==> config.mk <==
export PLATFORM = sky130hd
export DESIGN_NAME = cipher_stream_ctrl
export DESIGN_NICKNAME = d
export VERILOG_FILES = /design/src/rtl/cipher_stream_ctrl.sv
export SDC_FILE = /design/constraint.sdc
export NUM_CORES = 1
export LEC_CHECK = 0
export CORE_MARGIN = 10
export CORE_UTILIZATION = 37
export CTS_CLUSTER_DIAMETER = 80
export DETAILED_ROUTE_END_ITERATION = 12
export GPL_ROUTABILITY_DRIVEN = 0
export GPL_TIMING_DRIVEN = 0
export PLACE_DENSITY = 0.71
export SYNTH_ARGS = -nofsm -noshare
export SYNTH_HDL_FRONTEND = slang
export SYNTH_SLANG_ARGS = --single-unit
==> constraint.sdc <==
create_clock -name clk -period 4.7 [get_ports clk]
set_clock_uncertainty 0.15 [all_clocks]
set_input_delay 0.94 -clock clk [delete_from_list [all_inputs] [get_ports clk]]
set_output_delay 0.94 -clock clk [all_outputs]
set_load 0.01 [all_outputs]
==> src/rtl/cipher_stream_ctrl.sv <==
// ----------------------------------------------------------------------------
// cipher_stream_ctrl
//
// Purpose:
//   Sequences a byte-wise cipher core. Bytes arrive on a valid/ready input
//   stream. Newline bytes are optionally dropped. Each remaining byte goes to
//   the core as one operation, using a rolling key (frame base key plus the
//   byte index). Results leave on a valid/ready output stream. At most one
//   byte is in flight at any time.
//
// Parameters:
//   SKIP_CHAR  byte value that is dropped when skip_en=1
//   CNT_W      width of byte_count (must be at least 8)
//   TIMEOUT    number of WAIT cycles allowed before the core is abandoned
//              (1..255)
//
// Ports:
//   clk, reset               rising-edge clock, synchronous active-high reset
//   cfg_key                  base key, sampled on the first issued byte of a frame
//   skip_en                  1 = drop SKIP_CHAR bytes
//   in_valid/in_data/in_last/in_ready     input byte stream
//   core_start/core_din/core_key          request to the cipher core
//   core_done/core_dout                   result from the cipher core
//   out_valid/out_data/out_last/out_ready result byte stream
//   frame_done               one-cycle pulse after a frame completes
//   byte_count               bytes completed by the core in the current frame
//   error                    sticky flag, set when the core times out
// ----------------------------------------------------------------------------
module cipher_stream_ctrl #(
    parameter logic [7:0] SKIP_CHAR = 8'h0A,
    parameter int         CNT_W     = 16,
    parameter int         TIMEOUT   = 15
) (
    input  logic             clk,
    input  logic             reset,
    input  logic [7:0]       cfg_key,
    input  logic             skip_en,
    input  logic             in_valid,
    input  logic [7:0]       in_data,
    input  logic             in_last,
    output logic             in_ready,
    output logic             core_start,
    output logic [7:0]       core_din,
    output logic [7:0]       core_key,
    input  logic             core_done,
    input  logic [7:0]       core_dout,
    output logic             out_valid,
    output logic [7:0]       out_data,
    output logic             out_last,
    input  logic             out_ready,
    output logic             frame_done,
    output logic [CNT_W-1:0] byte_count,
    output logic             error
);

    typedef enum logic [1:0] {IDLE, ISSUE, WAIT, OUT} state_e;

    localparam logic [7:0]       TMO_LAST = 8'(TIMEOUT - 1);
    localparam logic [CNT_W-1:0] CNT_ONE  = CNT_W'(1);

    state_e           state_q;
    logic             in_ready_q;
    logic             core_start_q;
    logic [7:0]       core_din_q;
    logic [7:0]       core_key_q;
    logic             out_valid_q;
    logic [7:0]       out_data_q;
    logic             out_last_q;
    logic             frame_done_q;
    logic [CNT_W-1:0] byte_count_q;
    logic             error_q;
    logic [7:0]       key_base_q;
    logic             last_q;
    logic [7:0]       tmo_q;

    logic [7:0]       key_base_d;
    logic [7:0]       key_d;

    // The first issued byte of a frame takes cfg_key directly; later bytes
    // reuse the captured base so mid-frame cfg_key changes have no effect.
    assign key_base_d = (byte_count_q == '0) ? cfg_key : key_base_q;
    assign key_d      = key_base_d + byte_count_q[7:0];

    // NOTE: every register below is written with <= so all of them update
    // together from the same pre-edge values; a blocking = here would let
    // later statements see half-updated state.
    always_ff @(posedge clk) begin
        if (reset) begin
            state_q      <= IDLE;
            in_ready_q   <= 1'b0;
            core_start_q <= 1'b0;
            core_din_q   <= '0;
            core_key_q   <= '0;
            out_valid_q  <= 1'b0;
            out_data_q   <= '0;
            out_last_q   <= 1'b0;
            frame_done_q <= 1'b0;
            byte_count_q <= '0;
            error_q      <= 1'b0;
            key_base_q   <= '0;
            last_q       <= 1'b0;
            tmo_q        <= '0;
        end else begin
            // Single-cycle pulses.
            core_start_q <= 1'b0;
            frame_done_q <= 1'b0;

            case (state_q)
                IDLE: begin
                    in_ready_q <= 1'b1;
                    if (in_valid && in_ready_q) begin
                        if (skip_en && (in_data == SKIP_CHAR)) begin
                            // A dropped byte can still close the frame.
                            if (in_last) begin
                                frame_done_q <= 1'b1;
                                byte_count_q <= '0;
                            end
                        end else begin
                            // Start is registered here so it is high
                            // for exactly the ISSUE cycle.
                            core_din_q   <= in_data;
                            core_key_q   <= key_d;
                            key_base_q   <= key_base_d;
                            last_q       <= in_last;
                            core_start_q <= 1'b1;
                            in_ready_q   <= 1'b0;
                            state_q      <= ISSUE;
                        end
                    end
                end

                ISSUE: begin
                    tmo_q   <= '0;
                    state_q <= WAIT;
                end

                WAIT: begin
                    if (core_done) begin
                        out_data_q   <= core_dout;
                        out_last_q   <= last_q;
                        out_valid_q  <= 1'b1;
                        byte_count_q <= byte_count_q + CNT_ONE;
                        state_q      <= OUT;
                    end else if (tmo_q == TMO_LAST) begin
                        // The core is abandoned: the byte is lost and the
                        // next byte starts a fresh frame key.
                        error_q      <= 1'b1;
                        byte_count_q <= '0;
                        in_ready_q   <= 1'b1;
                        state_q      <= IDLE;
                    end else begin
                        tmo_q <= tmo_q + 8'd1;
                    end
                end

                OUT: begin
                    if (out_ready) begin
                        out_valid_q <= 1'b0;
                        in_ready_q  <= 1'b1;
                        state_q     <= IDLE;
                        if (out_last_q) begin
                            frame_done_q <= 1'b1;
                            byte_count_q <= '0;
                        end
                    end
                end

                default: state_q <= IDLE;
            endcase
        end
    end

    assign in_ready   = in_ready_q;
    assign core_start = core_start_q;
    assign core_din   = core_din_q;
    assign core_key   = core_key_q;
    assign out_valid  = out_valid_q;
    assign out_data   = out_data_q;
    assign out_last   = out_last_q;
    assign frame_done = frame_done_q;
    assign byte_count = byte_count_q;
    assign error      = error_q;

endmodule

==> reports/qor.txt <==
Worst rel slew slack - 58.4%
Status - completed
Pin count of the biggest net entering global routing - 13
Number of synthesized register bits - 65
Pins Over Slew Limit - 0
Min-Delay Endpoint - key_base_q[4]
Synth top area share - 39.8%
# rows - 34
Share of layout cells above drive strength 1 - 7.26%
Reg2reg end - core_key[6]
WS Path Type - register to register
Antenna viol nets, final - 0
Yosys cell types - 53
Slowest-stage cell, CP - a2111oi_0
Worst EP arrival - 3.79 ns
Avg Cell Area, Syn - 8.37 um^2
Initial DRC Count - 154
Worst-Skew Late Latency - 0.35 ns
Hold crit path type - register to register
Dominant register cell in the synthesized netlist - dfxtp_1
Nets@finish - 524
Mapped Nets - 438
Synth area leader - dfxtp_1
Clock Path Buffers - 2
Die X - 114 um
Fillers - 837
Worst slew pin tran - 0.621 ns
Number of synthesized flops with an enable pin - 0
Worst reg-to-reg setup slack - 1.06 ns
Synth Warn # - 0
Initial Util - 37.7%
Register area share after synthesis - 39.8%
Die area - 13,000 um^2
Area after DPL - 4160 um^2
Worst endpoint required time - 4.85 ns
First-pass GRT wire length - 15,200 um
Remaining DRCs - 0
PD cells - 409 nW/um^2
Netlist Area Pre-Place - 3270 um^2
Final Hold Fails - 0
Post-CTS Hold Buffers - 0
Post-DP HPWL - 6870 um
Antenna violations before repair - 0
R2R depth - 13
All-layer global routing usage - 14.2%
Wire length per cell - 15.3 um
Syn Inst Count - 391
Critical path's top delay family - compound AO/OA/AOI/OAI gates
Final min period - 3.64 ns
Vias in the first global route - 3,087
Resize count post-CTS - 0
Root Driver - clkbuf_8
Clk pin slew, worst setup/hold paths - 0.08 ns
Input/output buffers - 75
WP buf/inv - 2
Hold Path Stages - 2
Worst path max stage delay - 0.43 ns
Fin Hold WS - 0.305 ns
Setup crit end kind - register
Die Ht - 114 um
CP Max Fanout - 10
Layout overhead on the synthesized area - 34.0%
Setup violators final - 0
Max_cap viols - 0
Clock Sinks - 65
Antenna fix cells - 0
Post-CTS setup buffers - 0
Area contributors post-synth - dfxtp_1 40%, nand2_1 8.0%, a21oi_1 6.6%
RSZ-0062 raised after global routing - no
CP Launch Type - register
Final instance area - 4390 um^2
Ys async rst share - 0%
Peak VDD IR - 0.178 mV
Num CTS Buffers - 9
Vias/cell - 5.24
Ratio of final minimum period to clock period - 77.5%
Area occupied by multi-input gates - 1850 um^2
Global route overflow - 0
Hold path start - key_base_q[4]
CTS tree - yes
Seq. cell area - 1300 um^2
Crit path cell chain - inv_1 > ha_1 > nor4b_1 > and4_1 > buf_2 > mux2_2 > ha_1 > fa_1 > a21o_1 > a21o_1 > a2111oi_0 > o31ai_1 > nand2_1
CTS HTree Levels - 3
Setup_tns - 0 ns
P_leak - 1.61 nW
Fmax - 274 MHz
I/O pins - 77
Vias - 3,089
Drt first pass iters - 4
FF-to-FF Start - byte_count[0]
Final WL - 9040 um
Core region area - 8680 um^2
[final cells by class]
cell class,instances,area share [%]
clock inverters,6,2.05
clock buffers,10,3.14
plain buffers,18,1.83
repair buffers,75,17.1
flip-flops and latches,65,29.7
multi-input cells,296,42.1
inverters,12,1.03
well taps,108,3.08
[flip-flops by register name, summed over array words and instances, names as in the netlist]
name / cells
byte_count: 16
in_ready: 1
out_last: 1
out_data: 8
tmo_q: 8
state_q: 2
key_base_q: 8
core_key: 8
frame_done: 1
core_start: 1
error: 1
core_din: 8
out_valid: 1
last_q: 1
[synth_stat cells, types with 6 or more instances]
master,number
a21oi_1,43
and3_1,8
clkbuf_1,14
dfxtp_1,65
ha_1,15
inv_1,12
mux2_2,7
nand2_1,70
nand3_1,10
nand4_1,9
nor2_1,31
o21ai_0,10
or3_1,6
xor2_1,16
[routing by layer]
metal | wire (um) | vias up | GRT usage, %
li1 | - | 1555 | -
met3 | 637 | 14 | 4.98
met4 | 159 | 0 | 4.76
met5 | 0 | - | 0
met1 | 3940 | 1442 | 16.7
met2 | 4310 | 78 | 23.4
[report_power, final]
group	leakage [nW]	total [mW]	switching, mW	internal [mW]
clock	0.113	0.540	0.226	0.315
sequential	0.526	0.654	0.0462	0.608
combinational	0.970	0.597	0.339	0.258
total	1.61	1.79	0.611	1.18
[placed cells by master (no fill, tap or decap), types with 4 or more instances in the layout]
master,count
ha_1,15
nand2_1,70
clkdlybuf4s50_1,75
clkbuf_1,14
a211oi_1,4
nand4_1,9
o2111ai_1,5
o21ai_0,10
mux2_2,7
nand3_1,10
xor2_1,16
o211ai_1,5
and4_1,4
and3_1,8
nor4_1,4
and2_1,4
or3_1,6
a21oi_1,43
nor2_1,31
dfxtp_1,65
nor3_1,4
nand2b_1,5
inv_1,12
clkbuf_8,10
[worst reg2reg max path, cell delays in order (launching register included)]
cell and delay (ns):
dfxtp_1 0.38, inv_1 0.14, ha_1 0.17, nor4b_1 0.24, and4_1 0.26, buf_2 0.25, mux2_2 0.38, ha_1 0.21
fa_1 0.41, a21o_1 0.17, a21o_1 0.21, a2111oi_0 0.43, o31ai_1 0.14, nand2_1 0.06
[kinds of logic (layout without fill, tap and decap cells)]
| group | Yosys count | after routing | synth area share [%] |
|---|---|---|---|
| mux | 8 | 8 | 2.71 |
| fa+ha+maj | 16 | 16 | 6.35 |
| simple gates | 167 | 167 | 25.0 |
| buf+inv | 30 | 121 | 3.82 |
| xor+xnor | 19 | 19 | 5.08 |
| flops | 65 | 65 | 39.8 |
| compound gates | 86 | 86 | 17.3 |
[per-stage QoR]
stage / util [%] / power [mW] / std cells / setup WS, ns
floorplan: - / 1.05 / 391 / 1.46
global placement: 47.9 / 1.25 / 574 / 1.10
detailed placement: 47.9 / 1.26 / 574 / 1.05
CTS: 50.5 / 1.80 / 590 / 1.04
global route: 50.5 / 1.92 / 590 / 0.733
finish: 50.5 / 1.79 / 590 / 1.06
[worst max-delay path by stage]
| stage | startpoint | endpoint | slack, ns | cells past startpoint |
|---|---|---|---|---|
| after floorplan | byte_count[1] | core_key[6] | 1.46 | 13 |
| after global placement | byte_count[1] | core_key[6] | 1.10 | 13 |
| after detailed placement | byte_count[0] | core_key[6] | 1.05 | 13 |
| after CTS | byte_count[0] | core_key[6] | 1.04 | 13 |
| after global routing | byte_count[1] | core_key[6] | 0.73 | 13 |
| final | byte_count[0] | core_key[6] | 1.06 | 13 |
No activity file was read; power rests on OpenSTA's default activity.
